[src/rtl/safe_seq_ctrl.sv]
// Safe sequencer: debounced ENTER_N drives a SET/LOCKED/CHECK/OPEN/LOCKOUT
// FSM that strobes the password/attempt registers and enforces a lockout.
module safe_seq_ctrl #(
  parameter int unsigned DEBOUNCE_CYCLES = 500000,
  parameter int unsigned MAX_FAILS       = 3,
  parameter int unsigned LOCKOUT_CYCLES  = 50000000
) (
  input  logic       clk,
  input  logic       RESETN,
  input  logic       ENTER_N,
  input  logic       MATCH,
  output logic       save_pw,
  output logic       save_at,
  output logic [2:0] state,
  output logic       is_open,
  output logic [2:0] fail_cnt,
  output logic       lockout
);

  localparam int unsigned DW = (DEBOUNCE_CYCLES > 1) ? $clog2(DEBOUNCE_CYCLES) : 1;
  localparam int unsigned TW = (LOCKOUT_CYCLES > 1) ? $clog2(LOCKOUT_CYCLES) : 1;

  localparam logic [DW-1:0] DB_LAST  = DW'(DEBOUNCE_CYCLES - 1);
  localparam logic [TW-1:0] TM_LOAD  = TW'(LOCKOUT_CYCLES - 1);
  localparam logic [2:0]    FAIL_MAX = 3'(MAX_FAILS);

  localparam logic [2:0] ST_SET     = 3'b000;
  localparam logic [2:0] ST_LOCKED  = 3'b001;
  localparam logic [2:0] ST_CHECK   = 3'b010;
  localparam logic [2:0] ST_OPEN    = 3'b011;
  localparam logic [2:0] ST_LOCKOUT = 3'b100;

  logic          sync1_q, sync1_d;
  logic          sync2_q, sync2_d;
  logic          level_q, level_d;
  logic [DW-1:0] db_cnt_q, db_cnt_d;
  logic [1:0]    init_q, init_d;
  logic          armed_q, armed_d;
  logic          press_q, press_d;
  logic [2:0]    state_q, state_d;
  logic [2:0]    fail_q, fail_d;
  logic [TW-1:0] timer_q, timer_d;

  // Debounce and press detection. The synchronizer resets to "released", so
  // init_q waits two cycles before trusting sync2_q; a fall of the debounced
  // level only counts once a genuine release has been seen since reset.
  always_comb begin
    sync1_d  = ENTER_N;
    sync2_d  = sync1_q;
    level_d  = level_q;
    db_cnt_d = '0;
    if (sync2_q != level_q) begin
      if (db_cnt_q == DB_LAST) begin
        level_d = sync2_q;
      end else begin
        db_cnt_d = db_cnt_q + 1'b1;
      end
    end
    init_d  = {init_q[0], 1'b1};
    armed_d = armed_q | (init_q[1] & sync2_q);
    press_d = armed_q & level_q & ~level_d;
  end

  always_comb begin
    state_d = state_q;
    fail_d  = fail_q;
    timer_d = timer_q;
    case (state_q)
      ST_SET: begin
        if (press_q) state_d = ST_LOCKED;
      end
      ST_LOCKED: begin
        if (press_q) state_d = ST_CHECK;
      end
      ST_CHECK: begin
        if (MATCH) begin
          state_d = ST_OPEN;
          fail_d  = '0;
        end else begin
          fail_d = (fail_q >= FAIL_MAX) ? FAIL_MAX : fail_q + 3'd1;
          if (fail_d == FAIL_MAX) begin
            state_d = ST_LOCKOUT;
            timer_d = TM_LOAD;
          end else begin
            state_d = ST_LOCKED;
          end
        end
      end
      ST_OPEN: begin
        if (press_q) begin
          state_d = ST_SET;
          fail_d  = '0;
        end
      end
      ST_LOCKOUT: begin
        if (timer_q == '0) begin
          state_d = ST_LOCKED;
          fail_d  = '0;
        end else begin
          timer_d = timer_q - 1'b1;
        end
      end
      default: begin
        state_d = ST_SET;
        fail_d  = '0;
      end
    endcase
  end

  always_ff @(posedge clk or negedge RESETN) begin
    if (!RESETN) begin
      sync1_q  <= 1'b1;
      sync2_q  <= 1'b1;
      level_q  <= 1'b1;
      db_cnt_q <= '0;
      init_q   <= '0;
      armed_q  <= 1'b0;
      press_q  <= 1'b0;
      state_q  <= ST_SET;
      fail_q   <= '0;
      timer_q  <= '0;
    end else begin
      sync1_q  <= sync1_d;
      sync2_q  <= sync2_d;
      level_q  <= level_d;
      db_cnt_q <= db_cnt_d;
      init_q   <= init_d;
      armed_q  <= armed_d;
      press_q  <= press_d;
      state_q  <= state_d;
      fail_q   <= fail_d;
      timer_q  <= timer_d;
    end
  end

  assign save_pw  = press_q & (state_q == ST_SET);
  assign save_at  = press_q & (state_q == ST_LOCKED);
  assign state    = state_q;
  assign is_open  = (state_q == ST_OPEN);
  assign lockout  = (state_q == ST_LOCKOUT);
  assign fail_cnt = fail_q;

endmodule

[config.mk]
export PLATFORM = sky130hd
export DESIGN_NAME = safe_seq_ctrl
export DESIGN_NICKNAME = d
export VERILOG_FILES = /design/src/rtl/safe_seq_ctrl.sv
export SDC_FILE = /design/constraint.sdc
export NUM_CORES = 1
export LEC_CHECK = 0
export ABC_AREA = 1
export CORE_ASPECT_RATIO = 0.75
export CORE_MARGIN = 2
export CORE_UTILIZATION = 66
export DETAILED_ROUTE_END_ITERATION = 7
export PLACE_DENSITY = 0.81
export SLEW_MARGIN = 30
export SYNTH_ARGS = -nofsm -noshare
export SYNTH_HDL_FRONTEND = slang
export SYNTH_SLANG_ARGS = --single-unit
[constraint.sdc]
create_clock -name clk -period 4.49 [get_ports clk]
set_input_delay 0.6735 -clock clk [delete_from_list [all_inputs] [get_ports clk]]
set_output_delay 0.6735 -clock clk [all_outputs]
set_load 0.05 [all_outputs]
# Yosys cells after proc, flatten, opt, wreduce, memory -nomap -nowiden

Cells that the tools add are included.

Output and inout port bits: 10
Logic and storage cells: 62
Input port bits: 4
Bits in registers: 58

Mux-type cells: 19
$add $sub $neg: 3
Equality and inequality tests: 14
Reduce and logical (&&, ||, !) cells: 7
Bitwise logic cells: 8
Magnitude comparators: 1

Operators by type and width:

| kind                  | number |
|---|---|
| $mux 26               | 3 |
| $pmux 26 s2           | 1 |
| $mux 19               | 2 |
| $mux 3                | 9 |
| $logic_not 26->1      | 1 |
| $sub 26x1->26 const B | 1 |
| $add 19x1->19 const B | 1 |
| $eq 19x19->1 const B  | 1 |
| $pmux 3 s5            | 1 |
| $pmux 3 s4            | 1 |
| $ne 2x2->1 const B    | 5 |
| $eq 3x2->1 const B    | 3 |
| $reduce_and 4->1      | 2 |
| $and 1x1->1           | 5 |
| $ne 2x1->1 const B    | 2 |
| $add 3x1->3 const B   | 1 |
| $eq 3x1->1 const B    | 1 |
| $eq 3x3->1 const B    | 1 |
| $ge 3x2->1 const B    | 1 |
| $logic_not 3->1       | 1 |
| $reduce_and 3->1      | 1 |
| $mux 1                | 2 |
| $not 1->1             | 2 |
| $reduce_bool 2->1     | 1 |
| 3 further kinds       | 3 |

# Depth between registers and ports, before layout

Depth in word-level cells: 6
Depth in mapped cells: 11

# Worst setup path before layout

OpenSTA, ideal clock, no wires.

Path type: flip-flop to output port
Start point: reg state_q[0], in the netlist state[0]
End point: out is_open
Data required time: 3.817 ns
Path slack: 1.882 ns
Arrival time: 1.934 ns
Stages on the path, launching flop included: 3
Cells stage by stage: dfrtp_1 > inv_1 > nor3_1

Cells in the longest elaborated chain, start to end: 1

Ends and longest elaborated chain:

| element                  | line | source |
|---|---|---|
| start: declaration       | 40   | `logic [2:0] state_q, state_d;` |
| start signal: assignment | 130  | `state_q <= state_d;` |
| $eq 3x2->1               | 139  | `assign is_open = (state_q == ST_OPEN);` |
| end: declaration         | 15   | `output logic is_open,` |

No other way between the ends.

# Worst setup path after layout

Start point: reg state_q[0], in the netlist state[0]
End point: out lockout

Cells in the longest elaborated chain, start to end: 1

Ends and longest elaborated chain:

| element          | line | source |
|---|---|---|
| $eq 3x3->1       | 140  | `assign lockout = (state_q == ST_LOCKOUT);` |
| end: declaration | 17   | `output logic lockout` |

No other way between the ends.

==> results_dict.tcl <==
set metrics [dict create \
    via_count 3297 \
    fin_util 0.744 \
    rrSetupSlack_ns 2.16 \
    ant_nets 0 \
    drc 0 \
    ys_types 32 \
    area_growth_pct 10.3 \
    dpl.cell_count 596 \
    post-synth-top-count-cell "nand2_1" \
    slew_violations 0 \
    power.total_mw 1.04 \
    finalHoldViolations 0 \
    core_um2 5300 \
    instances_no_fill 612 \
    gr-total-overflow 0 \
    synth.largest_area_cell "dfrtp_1" \
    placed_cell_area_um2 3740 \
    antenna_found_initial 0 \
    min_period_ns 2.84 \
    p_per_area_nw_per_um2 264 \
    crit_path_max_incr_delay_ns 0.85 \
    netlist_area_um2 3570 \
    synth_commonest_cells "nand2_1 (153), nor2_1 (91), dfrtp_1 (55), inv_1 (55), nand3_1 (44)" \
    port_buffers 13 \
    clock_path_buffers 2 \
    skew_ns 0.00630 \
    cts_tree "yes" \
    cts_buffers 9 \
    critPathMaxFanout 22 \
    yosysTopAreaCellShare 0.385 \
    totalWireLength_um 8160 \
    drt_iter0_markers 351 \
    synth_fp_nets 523 \
    grt_max_degree 59 \
    synthTopCellsByArea "dfrtp_1 (39%), nand2_1 (16%), nor2_1 (9.6%)" \
    ys_seq_area_frac 0.407 \
    track_usage 0.293 \
    rsz0062_at_grt "no" \
    fp-row-count 23 \
    worstMarginPinSlew_ns 0.726 \
    clkLatencyLatePin_ns 0.35 \
    slowest_stage "clkdlybuf4s50_1" \
    synth_warnings 0 \
    io_pins 14 \
    ys_async_sr_fraction 1.00 \
    place_ws_ns 2.04 \
    drive_above_1_share 0.0950 \
    ys_ff_latch 58 \
    fin_nets 540 \
    post_cts_buffers 0 \
    antenna_cells 0 \
    worst_ep_required_time_ns 3.82 \
    die_w_um 89.0 \
    ys.flop_type "dfrtp_1" \
    status "finished clean" \
    ir_worst_vdd_v 0.000198 \
    critPathKind "flip-flop to primary output" \
    fp.dieH_um 67.7 \
    finalSetupTns_ns 0 \
    grt_pass1_vias 2878 \
    slew_headroom 0.516 \
    cts_resized 0 \
    fmax_mhz 353 \
    wl_per_cell_um 13.3 \
    h-tree-depth 3 \
    die_area_um2 6020 \
    path_clk_slew_ns 0.07 \
    grt_pass1_wl_um 13300 \
    firstDrtPassIters 5 \
    finalSetupViolCount 0 \
    cp.buffers_inverters 3 \
    hpwl_um 5930 \
    hold_slack_ns 0.358 \
    vias_per_cell 5.39 \
    fin_crit_sh 0.632 \
    p_leak_nw 1.92 \
    critPathTopFamily "buffers and inverters" \
    cap_violations 0 \
    holdBufCountCts 0 \
    initial_utilization 0.675 \
    clock-sinks 58 \
    netlist_instances 515 \
    setup_slack_ns 1.65 \
    synth-edff-count 0 \
    hold_class "flip-flop to flip-flop" \
    cts_root_buffer "clkbuf_8" \
    worstPathArrival_ns 2.16 \
    timing.critical_path.cells "nor2_1 -> inv_1 -> nor2_2 -> buf_4 -> clkdlybuf4s50_1" \
    cp-start-kind "flip-flop" \
    avgSynthCellArea_um2 6.94 \
    end_kind "primary output" \
    design_area_um2 3940 \
    gp_congestion 0.943 \
]
==> final timing paths <==
| path | start | endpoint | depth (start not counted) |
|---|---|---|---|
| max | state[0] | lockout | 5 |
| min | init_q[0] | init_q[1] | 0 |
| max reg2reg | fail_cnt[0] | timer_q[9] | 10 |
| min reg2reg | init_q[0] | init_q[1] | 0 |
| max in group asynchronous | RESETN | db_cnt_q[18] | 2 |
| min in group asynchronous | RESETN | timer_q[11] | 2 |
==> per-layer routing <==
metal / wire length, um / track usage / vias up
li1: - / - / 1660
met1: 3950 / 0.418 / 1511
met2: 3430 / 0.418 / 111
met3: 653 / 0.0978 / 15
met4: 123 / 0.0970 / 0
met5: 0 / 0 / -
==> state kept, by name, summed over array words and instances (netlist names) <==
signal	flops
init_q	2
armed_q	1
sync1_q	1
fail_cnt	3
level_q	1
db_cnt_q	19
sync2_q	1
state	3
press_q	1
timer_q	26
==> worst reg2reg max path, stage by stage, from the launching register on <==
cell and delay, ns:
dfrtp_1 0.45, ha_1 0.24, ha_1 0.18, nor2_1 0.21, nand3b_1 0.17, nand3_1 0.12, nand2_1 0.08, nand2_4 0.37
inv_2 0.23, nand2_1 0.11, nand2_1 0.05
==> cell type report <==
class | count | area, um^2
Sequential cell | 58 | 1460
Clock inverter | 7 | 77.6
Timing Repair Buffer | 15 | 140
Fill cell | 435 | 1350
Inverter | 57 | 214
Multi-Input combinational cell | 391 | 1840
Tap cell | 75 | 93.8
Clock buffer | 9 | 124
==> power by group <==
group / switching (mW) / total, mW / internal [mW]
registers: 0.00339 / 0.530 / 0.527
clock network: 0.229 / 0.488 / 0.259
logic: 0.0164 / 0.0214 / 0.00496
==> cells in the final DEF (no fill, tap or decap), drive strengths merged <==
cell           Yosys  routed
o21ai             17      17
o21a               1       1
conb               1       1
or2                8       8
clkinv             0       4
dfrtp             55      55
o211ai             1       1
nand2            165     165
clkinvlp           0       1
nand4             16      16
nand3             45      45
buf                6       3
ha                 4       4
o21bai             1       1
nor4               2       2
nand3b             4       4
xor2              11      11
clkbuf             3       9
nor2              97      97
and2               1       1
inv               57      58
clkdlybuf4s50      0      12
bufinv             0       1
a21oi              4       4
dfstp              3       3
nor3              13      13
==> cell families after synthesis <==
| family | count (synthesis) | share of synthesized area |
|---|---|---|
| compound gates | 24 | 0.0357 |
| xor+xnor | 11 | 0.0270 |
| fa+ha+maj | 4 | 0.0140 |
| buf+inv | 66 | 0.0785 |
| flops | 58 | 0.407 |
| other cells | 1 | 0.00105 |
| simple gates | 351 | 0.436 |
No activity file was read; power rests on OpenSTA's default activity.
==> patch 1: new RTL, same flow settings <==
Set the parameter `DEBOUNCE_CYCLES` to 1000000 (it was 500000).
--- a/src/rtl/safe_seq_ctrl.sv
+++ b/src/rtl/safe_seq_ctrl.sv
@@ -1,7 +1,7 @@
 // Safe sequencer: debounced ENTER_N drives a SET/LOCKED/CHECK/OPEN/LOCKOUT
 // FSM that strobes the password/attempt registers and enforces a lockout.
 module safe_seq_ctrl #(
-  parameter int unsigned DEBOUNCE_CYCLES = 500000,
+  parameter int unsigned DEBOUNCE_CYCLES = 1000000,
   parameter int unsigned MAX_FAILS       = 3,
   parameter int unsigned LOCKOUT_CYCLES  = 50000000
 ) (
Formal check against the unedited RTL: no difference found for any inputs over 10 cycles, from zero or initial values and one cycle with RESETN low; that may be too few to reach the edited logic, so the function may still have changed.
==> patch 1 against the unedited design <==
  * Synthesized area is 1.8% lower
  * Setup slack worse by 0.040 ns
  * Clock skew is 0.00076 ns lower
  * Final area is 2.8% lower
  * Count of clock-buffer cells in the layout stayed put
  * Sequential cell count is 1 higher
  * Wire length is 9.8% lower
  * Power is 5.1% lower
  * Register-to-register slack hardly changed
  * Utilization is 2.0 points higher
  * Die area is 1.7% lower
  * Critical path type unchanged
  * Largest cell class unchanged
==> patch 1: results (changes against the unedited design) <==
\begin{tabular}{lr}
\hline
Metric & Value \\
\hline
\multicolumn{2}{l}{\textbf{GRT}} \\
Global-route usage over all layers & 28.5\% (-0.81 points) \\
Largest net degree at the start of global routing & 60 (+1.7\%) \\
Met2 usage & 42.2\% (+0.41 points) \\
Met1 global-route usage & 41.1\% (-0.66 points) \\
Fraction of met3 tracks used by global routing & 8.92\% (-0.86 points) \\
Vias in the first global route & 2886 (+0.28\%) \\
\multicolumn{2}{l}{\textbf{Setup path}} \\
Maximum net fanout on the critical path & 26 (+18\%) \\
Endpoint arrival time on the critical path & 2.20 ns (+0.04 ns) \\
Reg2reg start & timer\_q[0] \\
\multicolumn{2}{l}{\textbf{Routing}} \\
Mean routed wirelength per cell & 12.6 um (-5.2\%) \\
Detailed Route Iter0 Violations & 258 (-26\%) \\
WL met1 & 3.57 mm (-9.8\%) \\
Met3 routed wirelength & 545 um (-17\%) \\
Met2 wire length & 3.16 mm (-7.8\%) \\
\multicolumn{2}{l}{\textbf{Finish}} \\
Multi-input logic area & 0.00175 mm2 (-4.6\%) \\
Largest registers & timer\_q x26, db\_cnt\_q x20 \\
Number of filler cells placed in the layout & 391 (-10\%) \\
Non-filler cells in the finished layout & 582 (-4.9\%) \\
\multicolumn{2}{l}{\textbf{Synthesis}} \\
Instance count of the mapped netlist & 487 (-5.4\%) \\
Distinct cell type count of the synthesized netlist & 38 (+19\%) \\
Largest cells by area after synthesis & sky130\_fd\_sc\_hd\_\_dfrtp\_1, sky130\_fd\_sc\_hd\_\_nand2\_1, sky130\_fd\_sc\_hd\_\_nor2\_1 \\
Fraction of synthesized cell area in xor and xnor cells & 3.75\% (+1.0 points) \\
Complex-gate fraction of the synthesized area & 4.35\% (+0.78 points) \\
Ranking of synthesized cells by instance count & sky130\_fd\_sc\_hd\_\_nand2\_1, sky130\_fd\_sc\_hd\_\_nor2\_1, sky130\_fd\_sc\_hd\_\_dfrtp\_1, sky130\_fd\_sc\_hd\_\_inv\_1, sky130\_fd\_sc\_hd\_\_nand3\_1 \\
Nets in the synthesized netlist & 495 (-5.4\%) \\
Adder-Cell Fraction of Synth Area & 1.43\% (+0.026 points) \\
\multicolumn{2}{l}{\textbf{Power}} \\
Peak ir drop on the vdd network & 0.235 mV (+19\%) \\
Power in the clock group & 0.000426 W (-13\%) \\
Power share of the sequential group & 54.6\% (+3.6 points) \\
Pint & 0.000744 W (-6.0\%) \\
Leak pwr & 1.85 nW (-3.5\%) \\
Flop+latch power & 0.000539 W (+2\%) \\
\multicolumn{2}{l}{\textbf{Timing}} \\
Relative slew margins & 50.8\% (-0.78 points) \\
Crit path setup slack, layout & 1.61 ns (-0.0399 ns) \\
Skew final & 0.00554 ns (-0.000763 ns) \\
\multicolumn{2}{l}{\textbf{Placed design}} \\
Placed Instance Area & 0.00365 mm2 (-2.3\%) \\
Last weighted congestion value of the routability-driven placer & 0.963 (+2.1\%) \\
\# placed instances & 566 (-5.0\%) \\
\multicolumn{2}{l}{\textbf{Min path}} \\
Hold path start & sync1\_q \\
\multicolumn{2}{l}{\textbf{Outcome}} \\
Result of the run & completed \\
\hline
\end{tabular}
[patch 1: cell types whose count changed in the layout (fill, tap and decap cells not counted), moves of 2 or more]
cell,unedited run,this run
sky130_fd_sc_hd__o21ai_0,17,6
sky130_fd_sc_hd__nor2_1,91,83
sky130_fd_sc_hd__o21ai_2,0,7
sky130_fd_sc_hd__inv_1,55,50
sky130_fd_sc_hd__nand4_1,16,11
sky130_fd_sc_hd__nand2_1,153,149
sky130_fd_sc_hd__nand2_2,10,6
sky130_fd_sc_hd__xnor2_1,0,4
sky130_fd_sc_hd__or2_2,7,4
sky130_fd_sc_hd__clkinvlp_4,1,3
sky130_fd_sc_hd__o21ai_1,0,2
[patch 1: cell type report]
| cell class | count | share of cell area (%) |
|---|---|---|
| clock buffers | 9 | 3.23 |
| clock inverters | 7 | 1.40 |
| inverters | 51 | 5.00 |
| multi-input cells | 369 | 45.7 |
| flip-flops and latches | 59 | 38.6 |
| well taps | 72 | 2.35 |
| repair buffers | 15 | 3.66 |
==> patch 2: new RTL, same flow settings <==
Without the edit above. Make the reset (`RESETN`) synchronous in one clocked block.
--- a/src/rtl/safe_seq_ctrl.sv
+++ b/src/rtl/safe_seq_ctrl.sv
@@ -107,7 +107,7 @@
     endcase
   end
 
-  always_ff @(posedge clk or negedge RESETN) begin
+  always_ff @(posedge clk) begin
     if (!RESETN) begin
       sync1_q  <= 1'b1;
       sync2_q  <= 1'b1;
Behaviour: no difference found for any inputs over 10 cycles, from zero or initial values and one cycle with RESETN low; that may be too few to reach the edited logic, so the function may still have changed.
==> patch 2 against the unedited design <==
  * Power is 2.6% higher
  * Setup slack improved by 0.0068 ns
  * Largest cell class unchanged
  * Synthesized cell count down 1.7%
  * Critical path depth unchanged
  * Synthesized area is 6.4% lower
  * Sequential cell count did not move
  * Cell count shrank 4.2%
  * Wire length fell by 8.3%
  * Final area shrank 6.2%
  * Combinational power shrank 33%
  * Global-route usage up 0.56 points
==> patch 2: results (changes against the unedited design) <==
\begin{tabular}{lr}
\hline
Metric & Value \\
\hline
\multicolumn{2}{l}{\textbf{Synthesis}} \\
Top\_reg\_cell synth & sky130\_fd\_sc\_hd\_\_dfxtp\_1 \\
Post-synth ARST share & 0\% (-100 points) \\
Largest cells by area after synthesis & sky130\_fd\_sc\_hd\_\_dfxtp\_1, sky130\_fd\_sc\_hd\_\_nand2\_1, sky130\_fd\_sc\_hd\_\_nor2\_1 \\
Ranking of synthesized cells by instance count & sky130\_fd\_sc\_hd\_\_nand2\_1, sky130\_fd\_sc\_hd\_\_nor2\_1, sky130\_fd\_sc\_hd\_\_dfxtp\_1, sky130\_fd\_sc\_hd\_\_inv\_1, sky130\_fd\_sc\_hd\_\_nand3\_1 \\
Sequential element share of the synthesized area & 34.7\% (-6.0 points) \\
Distinct cell type count of the synthesized netlist & 39 (+22\%) \\
Nets in the synthesized netlist & 514 (-1.7\%) \\
\multicolumn{2}{l}{\textbf{Timing}} \\
Skew final & 0.00722 ns (+0.000920 ns) \\
\multicolumn{2}{l}{\textbf{Finish}} \\
Share of post-route cells with drive strength above 1 & 10.3\% (+0.77 points) \\
Post-layout net count & 529 (-2.0\%) \\
Number of filler cells placed in the layout & 414 (-4.8\%) \\
\multicolumn{2}{l}{\textbf{Outcome}} \\
Result of the run & completed \\
\multicolumn{2}{l}{\textbf{Placed design}} \\
Placed Instance Area & 0.00348 mm2 (-7.0\%) \\
Place WS & 1.69 ns (-0.341 ns) \\
Last weighted congestion value of the routability-driven placer & 0.929 (-1.5\%) \\
HPWL after detailed placement & 5.22 mm (-12\%) \\
\multicolumn{2}{l}{\textbf{Routing}} \\
Mean routed wirelength per cell & 12.8 um (-4.3\%) \\
Detailed Route Iter0 Violations & 291 (-17\%) \\
\multicolumn{2}{l}{\textbf{Power}} \\
Peak ir drop on the vdd network & 0.220 mV (+11\%) \\
Pint & 0.000832 W (+5.2\%) \\
Leak pwr & 1.55 nW (-19\%) \\
\multicolumn{2}{l}{\textbf{GRT}} \\
Global-route usage over all layers & 29.8\% (+0.56 points) \\
Wire length of the first global-routing pass & 13.1 mm (-1.6\%) \\
Largest net degree at the start of global routing & 35 (-41\%) \\
Vias in the first global route & 2908 (+1.0\%) \\
\multicolumn{2}{l}{\textbf{Setup path}} \\
Maximum net fanout on the critical path & 21 (-4.5\%) \\
\hline
\end{tabular}
[patch 2: kinds of logic (layout without fill, tap and decap cells)]
group | count (synthesis) | after routing | synth area share, %
AOI/OAI and AO/OA | 57 | 57 | 9.84
xor gates and xnor gates | 11 | 11 | 2.88
adders and majority gates | 4 | 4 | 1.50
buffers and inverters | 59 | 79 | 7.82
DFF | 58 | 58 | 34.7
and+or+nand+nor | 317 | 317 | 43.2
[patch 2: layout make-up]
| type | instances | share of cell area [%] |
|---|---|---|
| timing repair buffer | 14 | 3.72 |
| tap | 60 | 2.03 |
| multi-input combinational | 389 | 52.0 |
| clock buffer | 9 | 3.35 |
| inverter | 49 | 4.97 |
| sequential | 58 | 31.4 |
| clock inverter | 7 | 2.54 |
[patch 2: per-stage QoR]
| stage | cells | utilization (%) |
|---|---|---|
| detailed placement | 570 | 71.0 |
| global placement | 570 | 71.0 |
| floorplan | 506 | - |
| finish | 586 | 75.5 |
| CTS | 586 | 75.5 |
| global route | 586 | 75.5 |
[patch 2: path summary, 6_finish.rpt]
kind | from | endpoint | slack (ns) | cells after the start
hold / removal | init_q[0] | init_q[1] | 0.42 | 2
setup / recovery | state[0] | lockout | 1.66 | 5
setup reg to reg | db_cnt_q[0] | db_cnt_q[12] | 2.37 | 6
hold reg to reg | init_q[0] | init_q[1] | 0.42 | 2
[patch 2: per-layer routing]
metal,up-vias,GRT usage (%),wire (um)
li1,1656,-,-
met1,1453,41.3,3770
met2,85,44.8,3100
met3,12,9.30,501
met4,0,8.98,102
met5,-,0,0
[patch 2: power by group through the flow]
stage	sequential, W	clock (W)	combinational [W]
finish	0.000518	0.000534	0.0000144
detailed placement	0.000530	0	0.0000145
CTS	0.000518	0.000542	0.0000146
global route	0.000518	0.000565	0.0000163
floorplan	0.000529	0	0.00000913
global placement	0.000530	0	0.0000141
[patch 2: critical path: cells and delay by family (launching register included)]
family | cells | cell delay [ns]
buffers and inverters | 3 | 1.23
and+or+nand+nor | 2 | 0.22
DFF | 1 | 0.36
